==> config.mk <==
export PLATFORM = sky130hd
export DESIGN_NAME = fsmd_sched_flat
export DESIGN_NICKNAME = d
export VERILOG_FILES = /design/src/rtl/fsmd_sched_if.sv /design/src/rtl/fsmd_sched.sv /design/src/flat_wrapper.sv
export SDC_FILE = /design/constraint.sdc
export NUM_CORES = 1
export LEC_CHECK = 0
export BUFFER_PORTS_ARGS = -buffer_cell sky130_fd_sc_hd__buf_2
export CORE_MARGIN = 4
export CORE_UTILIZATION = 50
export DETAILED_ROUTE_END_ITERATION = 7
export PLACE_DENSITY = 0.7
export SYNTH_ARGS = -nofsm -noshare
export SYNTH_HDL_FRONTEND = slang
export SYNTH_SLANG_ARGS = --single-unit
==> constraint.sdc <==
create_clock -name clk_i -period 14.1 [get_ports clk_i]
set_clock_uncertainty 0.05 [all_clocks]
set_input_delay 2.82 -clock clk_i [delete_from_list [all_inputs] [get_ports clk_i]]
set_output_delay 2.82 -clock clk_i [all_outputs]
set_load 0.03 [all_outputs]
==> src/rtl/fsmd_sched_if.sv <==
// Request/result bundle between the two requesters and the fsmd_sched scheduler.
// The master side drives requests and operands. The slave side returns the handshake and the results.
interface fsmd_sched_if #(
  parameter int W = 4
);
  localparam int RW = 2 * W + 3;

  logic [1:0]     req;
  logic [2*W-1:0] op_a;
  logic [2*W-1:0] op_b;
  logic [2*W-1:0] op_c;
  logic [2*W-1:0] op_d;
  logic [2*W-1:0] op_e;
  logic [1:0]     grant;
  logic [1:0]     done;
  logic [RW-1:0]  y1;
  logic [RW-1:0]  y2;
  logic           busy;
  logic [2:0]     state;

  modport master (
    output req, op_a, op_b, op_c, op_d, op_e,
    input  grant, done, y1, y2, busy, state
  );

  modport slave (
    input  req, op_a, op_b, op_c, op_d, op_e,
    output grant, done, y1, y2, busy, state
  );
endinterface

==> src/rtl/fsmd_sched.sv <==
// Round-robin scheduler for two requesters that share one adder and one multiplier.
// For each accepted job it runs a six-step sequence that produces y1=(a+b+c)*e and y2=(a+b+c)*(c+d).
module fsmd_sched #(
  parameter int W = 4
) (
  input  logic          clk_i,
  input  logic          rst_i,
  fsmd_sched_if.slave   bus
);
  localparam int RW = 2 * W + 3;

  typedef enum logic [2:0] {
    IDLE = 3'd0,
    S1   = 3'd1,
    S2   = 3'd2,
    S3   = 3'd3,
    S4   = 3'd4,
    S5   = 3'd5,
    DONE = 3'd6
  } state_e;

  state_e        state_q, state_d;
  logic [RW-1:0] r1_q, r1_d, r2_q, r2_d, r3_q, r3_d;
  logic [RW-1:0] y1_q, y1_d, y2_q, y2_d;
  logic [W-1:0]  b_q, b_d, d_q, d_d, e_q, e_d;
  logic          owner_q, owner_d, last_q, last_d;

  logic          win;
  logic [W-1:0]  a_win, b_win, c_win, d_win, e_win;
  logic [RW-1:0] add_x, add_y, sum;
  logic [RW-1:0] mul_x, mul_y, prod;
  logic [1:0]    owner_onehot;

  function automatic logic [RW-1:0] zx(input logic [W-1:0] v);
    return {{(RW-W){1'b0}}, v};
  endfunction

  // On a tie, the requester that was not served last wins.
  always_comb begin
    win = 1'b0;
    case (bus.req)
      2'b10:   win = 1'b1;
      2'b11:   win = ~last_q;
      default: win = 1'b0;
    endcase
  end

  assign a_win = win ? bus.op_a[2*W-1:W] : bus.op_a[W-1:0];
  assign b_win = win ? bus.op_b[2*W-1:W] : bus.op_b[W-1:0];
  assign c_win = win ? bus.op_c[2*W-1:W] : bus.op_c[W-1:0];
  assign d_win = win ? bus.op_d[2*W-1:W] : bus.op_d[W-1:0];
  assign e_win = win ? bus.op_e[2*W-1:W] : bus.op_e[W-1:0];

  // A single adder and a single multiplier, with their operands steered by the current step.
  always_comb begin
    add_x = r1_q;
    add_y = r2_q;
    case (state_q)
      S2:      begin add_x = r2_q; add_y = r3_q; end
      S3:      begin add_x = r1_q; add_y = r3_q; end
      default: begin add_x = r1_q; add_y = r2_q; end
    endcase
    mul_x = r1_q;
    mul_y = (state_q == S5) ? r3_q : r2_q;
  end

  assign sum  = add_x + add_y;
  assign prod = mul_x * mul_y;

  always_comb begin
    state_d = state_q;
    r1_d    = r1_q;
    r2_d    = r2_q;
    r3_d    = r3_q;
    y1_d    = y1_q;
    y2_d    = y2_q;
    b_d     = b_q;
    d_d     = d_q;
    e_d     = e_q;
    owner_d = owner_q;
    last_d  = last_q;
    case (state_q)
      IDLE: begin
        if (|bus.req) begin
          state_d = S1;
          r1_d    = zx(a_win);
          r2_d    = zx(c_win);
          b_d     = b_win;
          d_d     = d_win;
          e_d     = e_win;
          owner_d = win;
          last_d  = win;
        end
      end
      S1: begin
        r1_d    = sum;
        r3_d    = zx(d_q);
        state_d = S2;
      end
      S2: begin
        r2_d    = sum;
        r3_d    = zx(b_q);
        state_d = S3;
      end
      S3: begin
        r1_d    = sum;
        state_d = S4;
      end
      S4: begin
        r2_d    = prod;
        r3_d    = zx(e_q);
        state_d = S5;
      end
      S5: begin
        r1_d    = prod;
        y1_d    = prod;
        y2_d    = r2_q;
        state_d = DONE;
      end
      DONE:    state_d = IDLE;
      default: state_d = IDLE;
    endcase
  end

  always_ff @(posedge clk_i or posedge rst_i) begin
    if (rst_i) begin
      state_q <= IDLE;
      r1_q    <= '0;
      r2_q    <= '0;
      r3_q    <= '0;
      y1_q    <= '0;
      y2_q    <= '0;
      b_q     <= '0;
      d_q     <= '0;
      e_q     <= '0;
      owner_q <= 1'b0;
      last_q  <= 1'b1;
    end else begin
      state_q <= state_d;
      r1_q    <= r1_d;
      r2_q    <= r2_d;
      r3_q    <= r3_d;
      y1_q    <= y1_d;
      y2_q    <= y2_d;
      b_q     <= b_d;
      d_q     <= d_d;
      e_q     <= e_d;
      owner_q <= owner_d;
      last_q  <= last_d;
    end
  end

  assign owner_onehot = owner_q ? 2'b10 : 2'b01;
  assign bus.grant    = (state_q == S1)   ? owner_onehot : 2'b00;
  assign bus.done     = (state_q == DONE) ? owner_onehot : 2'b00;
  assign bus.busy     = (state_q != IDLE);
  assign bus.state    = state_q;
  assign bus.y1       = y1_q;
  assign bus.y2       = y2_q;
endmodule

==> src/flat_wrapper.sv <==
// flat-port wrapper written by rule: the top's interface ports become plain ports
module fsmd_sched_flat 
#(
  parameter int W = 4
)
  (clk_i, rst_i, bus_req, bus_op_a, bus_op_b, bus_op_c, bus_op_d, bus_op_e, bus_grant, bus_done, bus_y1, bus_y2, bus_busy, bus_state);
  fsmd_sched_if #(.W(W)) bus_i ();
  input  logic clk_i;
  input  logic rst_i;
  input wire logic [$bits(bus_i.req)-1:0] bus_req;
  input wire logic [$bits(bus_i.op_a)-1:0] bus_op_a;
  input wire logic [$bits(bus_i.op_b)-1:0] bus_op_b;
  input wire logic [$bits(bus_i.op_c)-1:0] bus_op_c;
  input wire logic [$bits(bus_i.op_d)-1:0] bus_op_d;
  input wire logic [$bits(bus_i.op_e)-1:0] bus_op_e;
  output wire logic [$bits(bus_i.grant)-1:0] bus_grant;
  output wire logic [$bits(bus_i.done)-1:0] bus_done;
  output wire logic [$bits(bus_i.y1)-1:0] bus_y1;
  output wire logic [$bits(bus_i.y2)-1:0] bus_y2;
  output wire logic [$bits(bus_i.busy)-1:0] bus_busy;
  output wire logic [$bits(bus_i.state)-1:0] bus_state;
  assign bus_i.req = bus_req;
  assign bus_i.op_a = bus_op_a;
  assign bus_i.op_b = bus_op_b;
  assign bus_i.op_c = bus_op_c;
  assign bus_i.op_d = bus_op_d;
  assign bus_i.op_e = bus_op_e;
  assign bus_grant = bus_i.grant;
  assign bus_done = bus_i.done;
  assign bus_y1 = bus_i.y1;
  assign bus_y2 = bus_i.y2;
  assign bus_busy = bus_i.busy;
  assign bus_state = bus_i.state;
  fsmd_sched #(.W(W)) u_core (.clk_i(clk_i), .rst_i(rst_i), .bus(bus_i));
endmodule
==> flow_summary.yaml <==
sta:
  min_period_ns: 6.82
  rsz0062_at_grt: "false"
  setup_viol_count_final: 0
  tightest_slew_ns: 0.828
  relSlewSlack_pct: 44.8
  maxSlewViolCount: 0
  hold_viol_final: 0
  finalSetupTns_ns: 0
  final.period_utilization_pct: 48.4
  fmax_ghz: 0.147
drt:
  dr.pass1.iters: 5
  wl_per_cell_um: 16.7
  num_vias: 4720
  drt-total-wl_um: 14000
  drcViolationCount: 0
  antenna_left: 0
  drtIter0Drc: 342
  vias_per_cell: 5.63
clock_tree:
  cts_setup_buffers: 0
  insertion_delay_ns: 0.35
  cts_root_buf: "clkbuf_8"
  cts.sinks: 65
  hold_buffers: 0
  path_clk_slew_ns: 0.07
  cts_resized: 0
  clock_path_buffers: 2
  ctsHtreeMaxLevel: 3
  cts_tree: "done"
  numCtsBuffers: 9
setup_path:
  critical_path.most_common_cell: "fa_1"
  crit_arrival_ns: 7.06
  critPathKind: "register to register"
  cp.required_ns: 14.34
  path_cells: "nand3b_2, buf_4, mux2_2, nand2_1, fa_1, fa_1, inv_1, fa_1, fa_1, inv_1, fa_1, xor2_1, xnor2_1, xnor2_1, xnor3_1, xnor3_2, or3_1, a31oi_1, a2111o_1"
  cp_slowest_cell: "dfrtp_1"
  startpoint_type: "register"
  crit_path_end_kind: "register"
  reg2regPathDepth: 19
  rrSetupSlack_ns: 7.28
  max_stage_delay_ns: 0.74
  cp_max_fo: 37
global_routing:
  met2_usage_pct: 39.0
  grt_overflow: 0
  grtUsageMet1_pct: 29.3
  grt_usage_pct: 23.1
  grtUsageMet3_pct: 3.88
  grt_pass1_wl_um: 23700
  grt_pass1_vias: 4881
  grt-busiest-layer: "met2"
  grt_start_max_net_pins: 66
  antenna_found_initial: 0
synthesis:
  syn_avg_cell_area_sq_um: 8.53
  ys_seq_area_share_pct: 29.7
  yosys_warnings: 0
  syn-num-nets: 755
  ys_seq_elements: 65
  syn_inst: 642
  syn_area_sq_um: 5480
  synth.distinct_cells: 46
floorplan:
  core_sq_um: 10500
  initial_utilization_pct: 52.1
  die_w_um: 113
  dieArea_sq_um: 12700
  chipHeight_um: 113
  ioPinCount: 74
  rows: 37
layout:
  drive_gt1_share_pct: 15.8
  regArea_sq_um: 1630
  fill_cells: 951
  n_antenna_cell: 0
  nets: 812
  area_growth_syn_to_layout_pct: 11.8
  fin_util_pct: 58.3
  multiInputGateArea_sq_um: 3490
  final_area_sq_um: 6120
min_path:
  hold_depth: 2
  worst_hold_path_type: "register to register"
placement:
  dpl_cell_area_sq_um: 5930
  gp_congestion: 0.848
  portBuffers: 73
  dp.final_hpwl_um: 10400
job:
  max_cap_viol_count: 0
status:
  outcome: "completed"
-- final timing paths --
| check | from | end |
|---|---|---|
| max | u_core.bus.state[1]$_DFFE_PP0P_ | u_core.r2_q[10]$_DFFE_PP0P_ |
| min | u_core.bus.y2[1]$_DFFE_PP0P_ | u_core.bus.y2[1]$_DFFE_PP0P_ |
| max reg2reg | u_core.bus.state[1]$_DFFE_PP0P_ | u_core.r2_q[10]$_DFFE_PP0P_ |
| min reg2reg | u_core.bus.y2[1]$_DFFE_PP0P_ | u_core.bus.y2[1]$_DFFE_PP0P_ |
| max in group asynchronous | rst_i | u_core.bus.y2[8]$_DFFE_PP0P_ |
| min in group asynchronous | rst_i | u_core.r2_q[0]$_DFFE_PP0P_ |
-- cell usage in the layout (no fill, tap or decap), drive strengths merged, types with 2 or more instances in the layout --
cell and count:
a21o 8, a21oi 38, a221o 4, a221oi 6, a22oi 4, a31oi 3
and2 11, and3 9, and4 2, buf 80, clkbuf 12, clkinv 2
dfrtp 64, fa 31, ha 38, inv 60, mux2 9, mux2i 22
nand2 127, nand2b 4, nand3 22, nand3b 3, nor2 39, nor2b 16
nor3 12, o211ai 4, o21a 3, o21ai 17, o21bai 5, o22ai 9
xnor2 23, xnor3 2, xor2 5
-- worst max-delay path: cells and delay by family (launching register included) --
| family | cells | cell delay (ns) |
|---|---|---|
| xor+xnor | 5 | 1.34 |
| flops | 1 | 0.74 |
| simple gates | 3 | 1.03 |
| mux | 1 | 0.47 |
| buf+inv | 3 | 0.53 |
| compound gates | 2 | 0.30 |
| fa+ha+maj | 5 | 2.29 |
-- final cells by class --
class                      instances  area share, %
sequential                        65           26.6
tap                              136           2.78
timing repair buffer              80           6.82
multi-input combinational        483           57.0
clock buffer                      12           2.53
inverter                          60           3.68
clock inverter                     3          0.654
-- sequential cells by signal, indices dropped and copies added, names as in the netlist --
register	cells
u_core.r3_q	4
u_core.mul_x	11
u_core.bus.y1	11
u_core.e_q	4
u_core.r2_q	11
u_core.bus.y2	11
u_core.last_q	1
u_core.b_q	4
u_core.owner_q	1
u_core.bus.state	3
u_core.d_q	4
-- cells in the mapped netlist (all sizes together) --
library cell / count / area (sq um)
o41ai: 1 / 8.76
nand3b: 3 / 26.3
mux2i: 22 / 224
nand2b: 4 / 25.0
a2111o: 1 / 11.3
a221o: 4 / 40.0
xnor2: 23 / 201
and2: 11 / 68.8
o211ai: 4 / 30.0
o22ai: 9 / 56.3
nor2: 39 / 146
and3: 9 / 56.3
nand2: 127 / 479
buf: 4 / 31.3
o21a: 3 / 22.5
nor3: 12 / 60.1
a22oi: 4 / 30.0
a21o: 8 / 60.1
dfstp: 1 / 26.3
and4: 2 / 17.5
a31oi: 3 / 18.8
a221oi: 6 / 52.6
dfrtp: 64 / 1600
o21bai: 5 / 37.5
a211oi: 1 / 7.51
fa: 31 / 621
nand3: 22 / 110
mux2: 9 / 101
xor2: 5 / 43.8
or3: 1 / 6.26
xnor3: 2 / 46.3
a2bb2oi: 1 / 8.76
a21oi: 38 / 190
ha: 38 / 475
inv: 60 / 225
o21ai: 17 / 85.1
a21boi: 1 / 7.51
nor2b: 16 / 100
nor4: 1 / 6.26
clkbuf: 30 / 113
-- per-stage QoR --
step	instances	hold WS, ns	worst slack, ns
floorplan	642	0.440	8.10
global placement	824	0.409	7.46
detailed placement	824	0.409	7.28
CTS	839	0.425	7.27
global route	839	0.442	6.96
finish	839	0.420	7.28
-- layer usage --
metal | up-vias | part of all wire (%)
met4 | 0 | 2.6
met1 | 2266 | 42
met5 | - | 0
li1 | 2246 | -
met3 | 30 | 6.6
met2 | 178 | 49
-- logic make-up (layout without fill, tap and decap cells) --
kind of cell             count (synthesis)  count (layout)  synth area share, %
AO/OA/AOI/OAI                          106             106                 12.2
XOR/XNOR                                30              30                 5.32
adder cells (fa/ha/maj)                 69              69                 20.0
buffers and inverters                   94             155                 6.74
flip-flops                              65              65                 29.7
multiplexers                            31              31                 5.94
AND/OR/NAND/NOR                        247             247                 20.1
Power is left out: the tool's default activity adds up to more than one toggle a clock period on the data nets, which glitch-free logic cannot reach.
